[config.mk]
export PLATFORM = sky130hd
export DESIGN_NAME = sap1_control_sequencer
export DESIGN_NICKNAME = d
export VERILOG_FILES = /design/src/rtl/sap1_control_sequencer.sv
export SDC_FILE = /design/constraint.sdc
export NUM_CORES = 1
export LEC_CHECK = 0
export BUFFER_PORTS_ARGS = -buffer_cell sky130_fd_sc_hd__buf_2
export CAP_MARGIN = 20
export CORE_AREA = 2 2 46 48
export CTS_CLUSTER_SIZE = 16
export DETAILED_ROUTE_END_ITERATION = 12
export DIE_AREA = 0 0 48 50
export GPL_ROUTABILITY_DRIVEN = 0
export HOLD_SLACK_MARGIN = 0.12
export PLACE_DENSITY = 0.73
export SYNTH_ARGS = -nofsm -noshare
export SYNTH_HDL_FRONTEND = slang
export SYNTH_SLANG_ARGS = --single-unit
[constraint.sdc]
create_clock -name CLOCK -period 1.9 [get_ports CLOCK]
set_input_delay 0.19 -clock CLOCK [delete_from_list [all_inputs] [get_ports CLOCK]]
set_output_delay 0.19 -clock CLOCK [all_outputs]
set_load 0.01 [all_outputs]
[src/rtl/sap1_control_sequencer.sv]
// Purpose: SAP-1 control unit: T1..T6 ring sequencer plus opcode decode into datapath strobes.
// Latency: controls are Moore outputs of the current state (plus OPCODE in T4..T6); every instruction takes 6 cycles, HLT reaches HALT after 4.
// Backpressure: none; PROG_RUN=1 preempts any T-state or HALT on the next edge and aborts the instruction.
module sap1_control_sequencer #(
  parameter logic [3:0] OP_LDA = 4'h0,
  parameter logic [3:0] OP_ADD = 4'h1,
  parameter logic [3:0] OP_SUB = 4'h2,
  parameter logic [3:0] OP_OUT = 4'hE,
  parameter logic [3:0] OP_HLT = 4'hF
) (
  input  logic       CLOCK,
  input  logic       RESET,
  input  logic       PROG_RUN,
  input  logic [3:0] OPCODE,
  output logic       CLR,
  output logic       CP,
  output logic       EP,
  output logic       LM,
  output logic       CE,
  output logic       LI,
  output logic       EI,
  output logic       LA,
  output logic       EA,
  output logic       SU,
  output logic       EU,
  output logic       LB,
  output logic       LO,
  output logic       HALTED,
  output logic [5:0] T_STATE,
  output logic [7:0] INSTR_COUNT
);

  localparam logic [3:0] IDLE    = 4'd0;
  localparam logic [3:0] PROGRAM = 4'd1;
  localparam logic [3:0] T1      = 4'd2;
  localparam logic [3:0] T2      = 4'd3;
  localparam logic [3:0] T3      = 4'd4;
  localparam logic [3:0] T4      = 4'd5;
  localparam logic [3:0] T5      = 4'd6;
  localparam logic [3:0] T6      = 4'd7;
  localparam logic [3:0] HALT    = 4'd8;

  logic [3:0] state;
  logic [3:0] state_nxt;
  logic       instr_done;

  // Next-state selection; program mode overrides everything except IDLE/PROGRAM handling.
  always_comb begin
    state_nxt = state;
    case (state)
      IDLE:    state_nxt = PROG_RUN ? PROGRAM : T1;
      PROGRAM: state_nxt = PROG_RUN ? PROGRAM : IDLE;
      T1:      state_nxt = T2;
      T2:      state_nxt = T3;
      T3:      state_nxt = T4;
      T4:      state_nxt = (OPCODE == OP_HLT) ? HALT : T5;
      T5:      state_nxt = T6;
      T6:      state_nxt = T1;
      HALT:    state_nxt = HALT;
      default: state_nxt = IDLE;
    endcase
    if (PROG_RUN && (state != IDLE) && (state != PROGRAM)) begin
      state_nxt = PROGRAM;
    end
  end

  // An instruction retires at the end of T6, or at T4 for HLT, unless aborted by PROG_RUN.
  assign instr_done = !PROG_RUN &&
                      ((state == T6) || ((state == T4) && (OPCODE == OP_HLT)));

  // State register and retired-instruction counter (wraps naturally at 8 bits).
  always_ff @(posedge CLOCK or negedge RESET) begin
    if (!RESET) begin
      state       <= IDLE;
      INSTR_COUNT <= 8'd0;
    end else begin
      state <= state_nxt;
      if (instr_done) begin
        INSTR_COUNT <= INSTR_COUNT + 8'd1;
      end
    end
  end

  // Control word decode: fixed fetch in T1..T3, opcode-dependent execute in T4..T6.
  always_comb begin
    CLR     = 1'b0;
    CP      = 1'b0;
    EP      = 1'b0;
    LM      = 1'b0;
    CE      = 1'b0;
    LI      = 1'b0;
    EI      = 1'b0;
    LA      = 1'b0;
    EA      = 1'b0;
    SU      = 1'b0;
    EU      = 1'b0;
    LB      = 1'b0;
    LO      = 1'b0;
    HALTED  = 1'b0;
    T_STATE = 6'b000000;
    case (state)
      IDLE: CLR = 1'b1;
      T1: begin
        T_STATE = 6'b000001;
        EP      = 1'b1;
        LM      = 1'b1;
      end
      T2: begin
        T_STATE = 6'b000010;
        CP      = 1'b1;
      end
      T3: begin
        T_STATE = 6'b000100;
        CE      = 1'b1;
        LI      = 1'b1;
      end
      T4: begin
        T_STATE = 6'b001000;
        if ((OPCODE == OP_LDA) || (OPCODE == OP_ADD) || (OPCODE == OP_SUB)) begin
          EI = 1'b1;
          LM = 1'b1;
        end else if (OPCODE == OP_OUT) begin
          EA = 1'b1;
          LO = 1'b1;
        end
      end
      T5: begin
        T_STATE = 6'b010000;
        if (OPCODE == OP_LDA) begin
          CE = 1'b1;
          LA = 1'b1;
        end else if ((OPCODE == OP_ADD) || (OPCODE == OP_SUB)) begin
          CE = 1'b1;
          LB = 1'b1;
          // Select subtract one cycle early so the ALU result is settled for T6.
          SU = (OPCODE == OP_SUB);
        end
      end
      T6: begin
        T_STATE = 6'b100000;
        if ((OPCODE == OP_ADD) || (OPCODE == OP_SUB)) begin
          EU = 1'b1;
          LA = 1'b1;
          SU = (OPCODE == OP_SUB);
        end
      end
      HALT: HALTED = 1'b1;
      default: ;
    endcase
  end

endmodule

==> flow_summary_export.csv <==
group,metric,value,unit
final_layout,stdcell_count,148,
logic_synthesis,synth_warnings,0,
final_layout,multi_input_area,444,sq um
logic_synthesis,synth_compound_area_share,10.1,%
logic_synthesis,syn_area,795,sq um
pwr,pwr-share-clk,29.3,%
logic_synthesis,synth_top_family_by_area,"simple AND/OR/NAND/NOR gates",
worst_setup_path,critPathRequiredTime,1.71,ns
final_layout,regArea,302,sq um
logic_synthesis,synth-seq-cells,12,
detailed_routing,routed_wl,1890,microns
worst_setup_path,start_kind,"flop",
logic_synthesis,yosysSeqAreaShare,37.8,%
detailed_routing,drt-initial-drc-count,9,
pwr,irDropWorstVdd,452,uV
floorplanning,rows,16,
timing,fin_crit_sh,94.6,%
logic_synthesis,synthDistinctLibCells,32,
placement,post-place-ws,0.262,ns
clocking,clock_sinks,12,
floorplanning,die_h,50,microns
clocking,clock_tree.buffer_depth,2,
logic_synthesis,synthSimpleGateAreaFrac,34.0,%
timing,hold_viol,0,
final_layout,drive_gt1_share,40.5,%
floorplanning,ioPinCount,35,
timing,rsz0062_at_grt,"false",
worst_setup_path,critical_path_class,"reg2out",
floorplanning,start_util,41.8,%
worst_setup_path,crit_arrival,1.61,ns
clocking,path_clk_slew,0.08,ns
timing,setup-tns-final,0,ns
hold_path,hold_depth,2,
timing,clock.fmax,0.557,GHz
timing,setup_viol,0,
global_route,grt_pass1_vias,694,
global_route,grt_max_degree,17,
job,drv_cap,0,
timing,layout_min_cycle_time,1.80,ns
pwr,seqPwrFrac,46.9,%
pwr,p_switching,0.000210,W
logic_synthesis,syn_inst,87,
floorplanning,die_w,48,microns
worst_setup_path,crit_fanout,14,
logic_synthesis,synth_area_per_cell,9.13,sq um
pwr,leakagePower,0.537,nW
logic_synthesis,synth.area.mux_share,1.42,%
hold_path,hold_path_end,"state[1]$_DFF_PN0_",
worst_setup_path,crit_path_end_kind,"primary output",
timing,fin_skew,0.00899,ns
timing,worstMarginPinSlew,0.381,ns
timing,slew_viol_final,0,
pwr,power_frac_comb,23.7,%
final_layout,n_fill_cell,187,
worst_setup_path,reg2reg_setup_slack,0.28,ns
detailed_routing,drtAntennaViolNets,0,
global_route,grt_use_total,17.4,%
hold_path,min-delay-start,"PROG_RUN",
timing,slew_headroom,74.4,%
placement,hpwl,1430,microns
outcome,run_status,"finished, final reports clean",
detailed_routing,vias,781,
floorplanning,die_area,2400,sq um
logic_synthesis,synth.net_count,95,
final_layout,nNetsFinal,130,
final_layout,diodes,0,
detailed_routing,drc_errors,0,
pwr,p_int,0.000461,W
logic_synthesis,synth-adder-area-share,1.57,%
placement,port_buffers,34,
logic_synthesis,synth-xor-area-share,8.82,%
final_layout,final_cell_mix,"buf_2, dfrtp_1, nor3_1",
clocking,cts_max_level,1,
worst_setup_path,regToRegEndpoint,"INSTR_COUNT[1]$_DFFE_PN0P_",
placement,place_inst,142,
clocking,cts_root_buffer,"clkbuf_4",
pwr,finalPower,0.000671,W
timing,timing.final.ws_setup,0.103,ns
clocking,cts_buffers,3,
clocking,clk_latency,0.27,ns
hold_path,hold_class,"in2reg",
detailed_routing,firstDrtPassIters,5,
final_layout,areaGrowthSynthToFinish,29.6,%
detailed_routing,vias_per_cell,5.28,
pwr,powerDensity,652,nW/um^2
worst_setup_path,r2r-start,"state[3]$_DFF_PN0_",
clocking,cts_tree,"yes",
floorplanning,core,1900,sq um
detailed_routing,wl_per_cell,12.8,microns
global_route,grt_pass1_wl,3050,microns
worst_setup_path,rr_worst_depth,4,
global_route,grt_overflow,0,
global_route,antenna_found_initial,0,
final_layout,final_common_cell,"buf_2",
pwr,p_sw_share,31.3,%
stage by stage:
| stage | hold slack, ns | util, % | cell area (sq um) |
|---|---|---|---|
| 2_1_floorplan | -0.106 | - | 795 |
| 3_3_place_gp | 0.0767 | 51.2 | 975 |
| 3_5_place_dp | 0.0798 | 51.2 | 975 |
| 4_1_cts | 0.192 | 53.7 | 1020 |
| 5_1_grt | 0.217 | 54.1 | 1030 |
| 6_report | 0.197 | 54.1 | 1030 |
cells in the mapped netlist:
master | number | share of area, %
clkbuf_2 | 1 | 0.63
inv_1 | 1 | 0.47
a21oi_1 | 2 | 1.3
nand4_1 | 2 | 1.6
a211oi_1 | 1 | 0.95
a211o_2 | 1 | 1.3
nand2_1 | 3 | 1.4
or3_2 | 1 | 0.95
xnor2_1 | 1 | 1.1
nor3b_1 | 1 | 0.95
nor2_1 | 6 | 2.8
o31ai_1 | 1 | 0.95
nand2b_1 | 4 | 3.1
dfrtp_1 | 12 | 38
nand3b_1 | 1 | 0.95
nor3_1 | 11 | 6.9
xor2_1 | 7 | 7.7
nor4b_1 | 2 | 2.2
or2_2 | 1 | 0.79
o22a_1 | 1 | 1.1
clkbuf_1 | 3 | 1.4
a221oi_1 | 1 | 1.1
buf_4 | 2 | 1.9
buf_2 | 3 | 1.9
and2_1 | 1 | 0.79
nor4_1 | 8 | 6.3
and2b_2 | 1 | 1.1
nand4b_1 | 2 | 2.2
a41oi_4 | 1 | 3.5
mux2_2 | 1 | 1.4
nand3_1 | 3 | 1.9
ha_1 | 1 | 1.6
worst max-delay path, cell delays in order, from the launching register on:
cell and delay [ns]:
dfrtp_1 0.40, buf_4 0.18, or3_2 0.47, a21oi_1 0.15, buf_2 0.14
kinds of logic (layout without fill, tap and decap cells):
logic type                 count (synthesis)  after routing
DFF                                       12             12
and+or+nand+nor                           47             47
buffers and inverters                     10             44
xor gates and xnor gates                   8              8
muxes                                      1              1
AOI/OAI and AO/OA                          8              8
adders and majority gates                  1              1
power groups by stage:
stage | Clock [W] | Sequential [W] | Combinational (W)
6_report | 0.000197 | 0.000315 | 0.000159
5_1_grt | 0.000213 | 0.000321 | 0.000182
4_1_cts | 0.000205 | 0.000315 | 0.000159
3_5_place_dp | 0 | 0.000319 | 0.000157
3_3_place_gp | 0 | 0.000318 | 0.000150
2_1_floorplan | 0 | 0.000316 | 0.0000932
worst max-delay path by stage:
stage / start / endpoint / slack [ns]
2_1_floorplan: state[1]$_DFF_PN0_ / LO / 0.30
3_3_place_gp: state[1]$_DFF_PN0_ / INSTR_COUNT[1]$_DFFE_PN0P_ / 0.35
3_5_place_dp: state[3]$_DFF_PN0_ / INSTR_COUNT[1]$_DFFE_PN0P_ / 0.26
4_1_cts: state[3]$_DFF_PN0_ / LM / 0.02
5_1_grt: state[0]$_DFF_PN0_ / LA / 0.03
6_report: state[0]$_DFF_PN0_ / LA / 0.10
timing repair:
item / 4_1_cts / 5_1_grt
gates resized for setup: 0 / 1
hold buffers: 1 / 0
buffers inserted: 0 / 1
hold endpoints to repair: 12 / 0
setup endpoints to repair: 0 / 5
cell type report:
type	count	share of cell area (%)
timing repair buffer	39	20.4
sequential	12	29.3
clock buffer	4	3.52
inverter	1	0.365
multi-input combinational	65	43.1
tap	27	3.28
sequential cells by signal, indices dropped and copies added, names as in the netlist:
register / count
state: 4
INSTR_COUNT: 8
routing by layer:
metal	track usage, %	vias to the layer above	part of all wire, %
met5	0	-	0
met2	28.7	38	49
met1	22.5	351	42
li1	-	390	-
met3	1.47	2	8.2
met4	6.76	0	0.26
Power figures use the tool's default switching activity.
